**src/rtl/multicycle_control.sv**
```systemverilog
// Multi-cycle MIPS control sequencer: drives datapath strobes and selects per state,
// handshakes with a variable-latency memory, counts retired instructions.
module multicycle_control (
    input  logic        clk,
    input  logic        rst_n,
    input  logic [5:0]  opcode,
    input  logic [5:0]  funct,
    input  logic        zero,
    input  logic        mem_ready,
    output logic        mem_read,
    output logic        mem_write,
    output logic        iord,
    output logic        ir_write,
    output logic        pc_write,
    output logic        reg_write,
    output logic        reg_dst,
    output logic        mem_to_reg,
    output logic        alu_src_a,
    output logic [1:0]  alu_src_b,
    output logic [3:0]  alu_ctl,
    output logic        imm_zero_ext,
    output logic [1:0]  pc_source,
    output logic [3:0]  state,
    output logic [31:0] retired,
    output logic        illegal
);

    // state  | meaning
    // FETCH  | read instruction at PC, PC += 4 on mem_ready
    // DECODE | dispatch on opcode, branch target into ALUOut
    // MEMADR | effective address for lw/sw
    // MEMRD  | load access, wait for mem_ready
    // MEMWB  | load data to rt
    // MEMWR  | store access, wait for mem_ready
    // RTEXE  | R-type ALU operation
    // RTWB   | ALU result to rd
    // IEXE   | immediate ALU operation
    // IWB    | ALU result to rt
    // BRANCH | compare, conditional PC load from ALUOut
    // JUMP   | PC load from jump target
    localparam logic [3:0] S_FETCH  = 4'd0;
    localparam logic [3:0] S_DECODE = 4'd1;
    localparam logic [3:0] S_MEMADR = 4'd2;
    localparam logic [3:0] S_MEMRD  = 4'd3;
    localparam logic [3:0] S_MEMWB  = 4'd4;
    localparam logic [3:0] S_MEMWR  = 4'd5;
    localparam logic [3:0] S_RTEXE  = 4'd6;
    localparam logic [3:0] S_RTWB   = 4'd7;
    localparam logic [3:0] S_IEXE   = 4'd8;
    localparam logic [3:0] S_IWB    = 4'd9;
    localparam logic [3:0] S_BRANCH = 4'd10;
    localparam logic [3:0] S_JUMP   = 4'd11;

    localparam logic [5:0] OP_RTYPE = 6'b000000;
    localparam logic [5:0] OP_LW    = 6'b100011;
    localparam logic [5:0] OP_SW    = 6'b101011;
    localparam logic [5:0] OP_BEQ   = 6'b000100;
    localparam logic [5:0] OP_BNE   = 6'b000101;
    localparam logic [5:0] OP_ADDI  = 6'b001000;
    localparam logic [5:0] OP_ANDI  = 6'b001100;
    localparam logic [5:0] OP_ORI   = 6'b001101;
    localparam logic [5:0] OP_J     = 6'b000010;

    localparam logic [5:0] FN_ADD = 6'b100000;
    localparam logic [5:0] FN_SUB = 6'b100010;
    localparam logic [5:0] FN_AND = 6'b100100;
    localparam logic [5:0] FN_OR  = 6'b100101;
    localparam logic [5:0] FN_SLT = 6'b101010;

    localparam logic [3:0] ALU_AND = 4'b0000;
    localparam logic [3:0] ALU_OR  = 4'b0001;
    localparam logic [3:0] ALU_ADD = 4'b0010;
    localparam logic [3:0] ALU_SUB = 4'b0110;
    localparam logic [3:0] ALU_SLT = 4'b0111;

    logic [3:0]  state_q, state_d;
    logic [31:0] retired_q;
    logic        illegal_q;
    logic        retire, set_illegal;
    logic [3:0]  rt_ctl, imm_ctl;
    logic        fn_legal, imm_zx;

    always_comb begin
        rt_ctl   = ALU_AND;
        fn_legal = 1'b1;
        case (funct)
            FN_ADD:  rt_ctl = ALU_ADD;
            FN_SUB:  rt_ctl = ALU_SUB;
            FN_AND:  rt_ctl = ALU_AND;
            FN_OR:   rt_ctl = ALU_OR;
            FN_SLT:  rt_ctl = ALU_SLT;
            default: fn_legal = 1'b0;
        endcase
    end

    always_comb begin
        imm_ctl = ALU_ADD;
        imm_zx  = 1'b0;
        case (opcode)
            OP_ANDI: begin imm_ctl = ALU_AND; imm_zx = 1'b1; end
            OP_ORI:  begin imm_ctl = ALU_OR;  imm_zx = 1'b1; end
            default: ;
        endcase
    end

    always_comb begin
        state_d     = state_q;
        retire      = 1'b0;
        set_illegal = 1'b0;
        case (state_q)
            S_FETCH:  if (mem_ready) state_d = S_DECODE;
            S_DECODE: begin
                case (opcode)
                    OP_LW, OP_SW:             state_d = S_MEMADR;
                    OP_RTYPE:                 state_d = S_RTEXE;
                    OP_ADDI, OP_ANDI, OP_ORI: state_d = S_IEXE;
                    OP_BEQ, OP_BNE:           state_d = S_BRANCH;
                    OP_J:                     state_d = S_JUMP;
                    default: begin
                        state_d     = S_FETCH;
                        set_illegal = 1'b1;
                    end
                endcase
            end
            S_MEMADR: state_d = (opcode == OP_SW) ? S_MEMWR : S_MEMRD;
            S_MEMRD:  if (mem_ready) state_d = S_MEMWB;
            S_MEMWR: begin
                if (mem_ready) begin
                    state_d = S_FETCH;
                    retire  = 1'b1;
                end
            end
            S_RTEXE: begin
                if (fn_legal) begin
                    state_d = S_RTWB;
                end else begin
                    state_d     = S_FETCH;
                    set_illegal = 1'b1;
                end
            end
            S_IEXE:   state_d = S_IWB;
            S_MEMWB, S_RTWB, S_IWB, S_BRANCH, S_JUMP: begin
                state_d = S_FETCH;
                retire  = 1'b1;
            end
            default:  state_d = S_FETCH;
        endcase
    end

    // Everything reads 0 while rst_n is low so no strobe survives an abort.
    always_comb begin
        mem_read     = 1'b0;
        mem_write    = 1'b0;
        iord         = 1'b0;
        ir_write     = 1'b0;
        pc_write     = 1'b0;
        reg_write    = 1'b0;
        reg_dst      = 1'b0;
        mem_to_reg   = 1'b0;
        alu_src_a    = 1'b0;
        alu_src_b    = 2'b00;
        alu_ctl      = 4'b0000;
        imm_zero_ext = 1'b0;
        pc_source    = 2'b00;
        if (rst_n) begin
            case (state_q)
                S_FETCH: begin
                    mem_read  = 1'b1;
                    alu_src_b = 2'b01;
                    alu_ctl   = ALU_ADD;
                    ir_write  = mem_ready;
                    pc_write  = mem_ready;
                end
                S_DECODE: begin
                    alu_src_b = 2'b11;
                    alu_ctl   = ALU_ADD;
                end
                S_MEMADR: begin
                    alu_src_a = 1'b1;
                    alu_src_b = 2'b10;
                    alu_ctl   = ALU_ADD;
                end
                S_MEMRD: begin
                    mem_read = 1'b1;
                    iord     = 1'b1;
                end
                S_MEMWB: begin
                    reg_write  = 1'b1;
                    mem_to_reg = 1'b1;
                end
                S_MEMWR: begin
                    mem_write = 1'b1;
                    iord      = 1'b1;
                end
                S_RTEXE: begin
                    alu_src_a = 1'b1;
                    alu_ctl   = rt_ctl;
                end
                S_RTWB: begin
                    reg_write = 1'b1;
                    reg_dst   = 1'b1;
                end
                S_IEXE: begin
                    alu_src_a    = 1'b1;
                    alu_src_b    = 2'b10;
                    alu_ctl      = imm_ctl;
                    imm_zero_ext = imm_zx;
                end
                S_IWB: begin
                    reg_write    = 1'b1;
                    alu_ctl      = imm_ctl;
                    imm_zero_ext = imm_zx;
                end
                S_BRANCH: begin
                    alu_src_a = 1'b1;
                    alu_ctl   = ALU_SUB;
                    pc_source = 2'b01;
                    pc_write  = (opcode == OP_BNE) ? ~zero : zero;
                end
                S_JUMP: begin
                    pc_source = 2'b10;
                    pc_write  = 1'b1;
                end
                default: ;
            endcase
        end
    end

    always_ff @(posedge clk or negedge rst_n) begin
        if (!rst_n) begin
            state_q   <= S_FETCH;
            retired_q <= 32'd0;
            illegal_q <= 1'b0;
        end else begin
            state_q <= state_d;
            if (retire) retired_q <= retired_q + 32'd1;
            if (set_illegal) illegal_q <= 1'b1;
        end
    end

    assign state   = state_q;
    assign retired = retired_q;
    assign illegal = illegal_q;

endmodule
```
**config.mk**
```make
export PLATFORM = sky130hd
export DESIGN_NAME = multicycle_control
export DESIGN_NICKNAME = d
export VERILOG_FILES = /design/src/rtl/multicycle_control.sv
export SDC_FILE = /design/constraint.sdc
export NUM_CORES = 1
export LEC_CHECK = 0
export CAP_MARGIN = 10
export CORE_AREA = 2 2 62 93
export CTS_CLUSTER_DIAMETER = 150
export CTS_CLUSTER_SIZE = 10
export DETAILED_ROUTE_END_ITERATION = 8
export DIE_AREA = 0 0 64 95
export GPL_TIMING_DRIVEN = 0
export PLACE_DENSITY = 0.83
export SETUP_SLACK_MARGIN = 0.15
export SYNTH_ARGS = -nofsm -noshare
export SYNTH_HDL_FRONTEND = slang
export SYNTH_SLANG_ARGS = --single-unit
```
**constraint.sdc**
```tcl
create_clock -name clk -period 2.3 [get_ports clk]
set_clock_uncertainty 0.2 [all_clocks]
set_input_delay 0.46 -clock clk [delete_from_list [all_inputs] [get_ports clk]]
set_output_delay 0.46 -clock clk [all_outputs]
set_load 0.05 [all_outputs]
```
Word-level counts from Yosys, hierarchy flattened
Index checks and enable logic that the tools add are counted.

Flip-flop bits (word level): 37.

$add $sub $neg: 1. Equality and inequality tests: 27. Multiplexer cells: 43. Bitwise logic cells: 1. Reductions and logical operators: 17.

Operators with widths (count): == test 6 bit (second input constant) (7); adder 32 x 1 -> 32 bit (second input constant) (1); one-hot mux 4 bit (7 select lines) (1); two-way mux 1 bit (25); one-hot mux 4 bit (5 select lines) (1); == test 6 x 4 -> 1 bit (second input constant) (3); == test 4 x 3 -> 1 bit (second input constant) (4); == test 4 bit (second input constant) (4); two-way mux 4 bit (4); one-hot mux 4 bit (4 select lines) (1); OR reduction 2 bit (7); == test 6 x 3 -> 1 bit (second input constant) (2); one-hot mux 3 bit (4 select lines) (1); OR reduction 5 bit (2); OR reduction 3 bit (3); OR reduction 9 bit (1); == test 4 x 2 -> 1 bit (second input constant) (2); one-hot mux 2 bit (2 select lines) (2); == test 6 x 2 -> 1 bit (second input constant) (1); logical NOT 6 bit (1); two-way mux 3 bit (2); inequality test 2 bit (second input constant) (3); one-hot mux 2 bit (3 select lines) (1); == test 4 x 1 -> 1 bit (second input constant) (1); other kinds (7) (9).

Logic depth before layout (Yosys ltp)
Depth after elaboration: 5. Mapped depth: 6.

Least setup slack after synthesis
Ideal clock, no wire load.

Path type: register to output. Start: register state_q[1], in the netlist state[1]. End: output alu_src_a. Arrival time: 3.693 ns. Data required time: 1.640 ns. Slack: -2.053 ns. Stages on the path, launching flop included: 5. Cells stage by stage: dfrtp_1 > buf_4 > clkbuf_1 > nor2_1 > a2111oi_0.

Word-level cells in the longest chain between the ends: 4. Elaborated cells on any way between the ends: 7.

Ends and longest elaborated chain: start, declared (RTL line 76) `logic [3:0] state_q, state_d;`; start signal, assigned (RTL line 235) `state_q <= state_d;`; == test 4 bit (tied with other cells) (RTL line 166) `case (state_q)`; OR reduction 4 bit (no source line) (*); two-way mux 1 bit (*) (RTL line 166); two-way mux 1 bit (*) (RTL line 165) `if (rst_n) begin`; end, declared (RTL line 18) `output logic alu_src_a,`.

Every way passes the cells marked *; elsewhere a longest branch is shown, timed or not.

Worst setup path after layout
Start: register state_q[0], in the netlist state[0]. End: output alu_ctl[0].

Word-level cells in the longest chain between the ends: 4. Elaborated cells on any way between the ends: 11.

Ends and longest elaborated chain: == test 4 x 2 -> 1 bit (tied with other cells) (RTL line 166); OR reduction 3 bit (no source line) / OR reduction 2 bit (equally long branches); one-hot mux 4 bit (4 select lines) (*) (RTL line 166); two-way mux 4 bit (*) (RTL line 165); end, declared (RTL line 20) `output logic [3:0] alu_ctl,`.

Marks and branches as above.

==> summary.txt <==
Run status
  – Status: finished with violations
  – Failing checks: negative setup slack

Synthesis
  – Synthesized flop and latch total: 37
  – Post-synth EDFFs: 0
  – Leading area contributor after synthesis: dfrtp_1
  – Synth cell types: 58
  – Asr flop ratio synth: 100%
  – Post-synth design cell area: 0.00246 mm²
  – Top-area cell type share of the netlist area: 37.7%
  – Main synth FF type: dfrtp_1
  – Avg Inst Size Synth: 9.34 µm²
  – Post-synthesis sequential area ratio: between 30% and 40%
  – Syn Inst Count: around 260
  – Syn Nets: 280
  – Yosys Warn Count: 0
  – Dominant cells by area after synthesis: dfrtp_1 38%, xor2_1 8.9%, nor3_1 4.7%, nor4_2 3.6%, nand2_1 3.4%

Power and ir drop
  – Clock power share: 12.9%
  – Total power: 3.51 mW
  – Power per cell area: ~900 mW/mm²
  – Sw frac: 48.5%
  – Peak VDD IR: 470 µV
  – Sequential Power Share: a little under a quarter
  – Leak: 1.84 nW
  – Comb pwr share: between 60% and 70%
  – Pint: 1.80 mW
  – Psw: 1.70 mW

Worst setup path
  – WS Path Type: flip-flop to primary output
  – Worst EP arrival: approximately 1.8 ns
  – Setup crit end kind: primary output
  – CP max stage cell: dfrtp_2
  – Delay-heaviest family, CP: simple AND/OR/NAND/NOR gates
  – Startpoint type of the worst setup path: flip-flop
  – Max FO, Critical Path: 10
  – Slowest stage delay, CP: 0.42 ns
  – CP bufs+invs: 2
  – CP required: 1.64 ns
  – Critical path, cell by cell: clkbuf_8 -> nor2_1 -> nand4_1 -> a21oi_4 -> buf_6

Drt
  – First-pass DRT Iterations: 4
  – Via density: 5.70
  – Routed vias: 2456
  – Drt drc: 0
  – Antenna Nets Post-Route: 0
  – Iter 0 DRT Violations: 94
  – DRT Wirelength: 7640 µm
  – Drt wl/cell: 17.7 µm

Timing
  – Worst-Margin Slew: 0.949 ns
  – Fmax achieved: between 0.4 and 0.5 GHz
  – RSZ-0062 raised after global routing: true
  – Rel. slew slack: around 37%
  – Finish-stage setup viols: 7
  – Max-slew violation count: 0
  – Final period util: 105%
  – Final WS setup: -0.106 ns
  – Hold slack: 0.267 ns
  – Setup TNS: -0.289 ns
  – Fin. Hold Viols: 0
  – Fin crit period: 2.41 ns

Clock tree
  – CTS Buffer Depth: 2
  – CTS tree: done
  – Root buffer cell: clkbuf_8
  – Htree depth: 2
  – CTS buffer count: 5
  – Clk Latency, worst-skew pair: 0.30 ns
  – Clk sinks: 37
  – Clk slew on worst S/H paths: 0.08 ns

Floorplan
  – DIE AREA: roughly 0.0061 mm²
  – Initial core utilization: 46.1%
  – Core area: 0.00533 mm²
  – Num ports: 71
  – Die Width: 64 µm
  – Row count: 33
  – Die Y: 95 µm

Global routing
  – Gr usage total: 26.3%
  – Pin count of the biggest net entering global routing: 23
  – First-pass GRT wire length: 12300 µm
  – Overflow after GRT: 0
  – Initial antenna violation count: 0
  – Number of global-route vias before repair: 2517

Placed design
  – Placed Cells incl. Taps: approximately 400
  – Final GP Congestion: around 0.82
  – Hpwl dp: 4870 µm
  – Port bufs: 65

Layout
  – Layout cell share with drive strength beyond 1: 36.8%
  – Most common cell after layout, fill and taps aside: dlygate4sd2_1
  – Core Util, Final: 73.2%
  – Finished Layout Cells: 431
  – Area Overhead vs Synth: 58.8%
  – Leading cell types in the layout, fill and taps excluded: 37 x dlygate4sd2_1, 32 x dfrtp_1, 25 x xor2_1
  – Final #Nets: 377
  – Ant diodes: 0

Worst hold path
  – Min-delay worst type: flip-flop to flip-flop

Job
  – Max-Cap Viols: 0
## kinds of logic (layout without fill, tap and decap cells)
group	count (synthesis)	count (layout)	share of synthesized area (%)
other	1	1	0.153
flip-flops	37	37	37.7
AND/OR/NAND/NOR	129	129	31.9
adder cells (fa/ha/maj)	1	1	0.509
multiplexers	3	3	1.32
AO/OA/AOI/OAI	33	33	10.3
buffers and inverters	25	123	4.89
XOR/XNOR	34	34	13.2
## timing repair
item / in CTS / in global routing
cloned: 1 / 0
hold endpoints to repair: 22 / 15
pin swaps: 10 / 9
buffers inserted: 16 / 5
endpoints found under the setup margin: 51 / 25
hold buffers: 1 / 1
gates resized for setup: 198 / 16
## power groups by stage
stage          Clock, mW  Sequential [mW]  Combinational, mW
3_3_place_gp           0            0.840               1.82
6_report           0.451            0.820               2.24
2_1_floorplan          0             1.06               1.14
5_1_grt            0.495            0.833               2.35
4_1_cts            0.455            0.819               2.09
3_5_place_dp           0            0.842               1.84
## worst register-to-register path: stages (launching register included)
cell and delay (ns):
dfrtp_4 0.51, buf_6 0.14, buf_4 0.15, xor2_4 0.17
o211ai_4 0.12, buf_2 0.22, nor3_1 0.30, xnor2_1 0.16
## synth_stat cells (8+ instances only)
master and instances:
nor2_1 21, inv_1 9, nor2b_1 8, nand2_1 22
nor3_1 23, nand3_1 9, and4_1 8, dfrtp_1 37
xor2_1 25
## worst paths after layout
check	to	slack, ns	startpoint	depth (start not counted)
max	alu_ctl[0]	-0.11	state[0]$_DFFE_PN0P_	5
min	retired[31]$_DFFE_PN0P_	0.27	retired[31]$_DFFE_PN0P_	1
max reg2reg	retired[17]$_DFFE_PN0P_	0.25	state[3]$_DFFE_PN0P_	7
min reg2reg	retired[31]$_DFFE_PN0P_	0.27	retired[31]$_DFFE_PN0P_	1
max in group asynchronous	retired[0]$_DFFE_PN0P_	0.60	rst_n	2
min in group asynchronous	retired[14]$_DFFE_PN0P_	0.66	rst_n	2
## per-layer routing
metal  track usage [%]  vias to the layer above  routed length (µm)
met5                 0                        -                   0
met2              46.9                      110                4100
li1                  -                     1143                   -
met4              15.0                        0                 311
met1              29.6                     1172                2850
met3              3.93                       31                 377
## final cells by class
class | instances | area (µm²)
Buffer | 16 | 201
Timing Repair Buffer | 90 | 847
Multi-Input combinational cell | 201 | 1710
Clock buffer | 5 | 68.8
Sequential cell | 37 | 935
Clock inverter | 3 | 17.5
Inverter | 9 | 37.5
Tap cell | 70 | 87.6
Fill cell | 391 | 1430
## metrics by stage
stage | instance area [µm²] | setup WS, ns
5_1_grt | 3900 | -0.150
3_3_place_gp | 3460 | -2.50
6_report | 3900 | -0.106
4_1_cts | 3800 | -0.0743
2_1_floorplan | 2730 | -0.0344
3_5_place_dp | 3490 | -1.03
## state kept, by name, summed over array words and instances (netlist names)
signal / flops
retired: 32
illegal: 1
state: 4
Power figures use the tool's default switching activity.
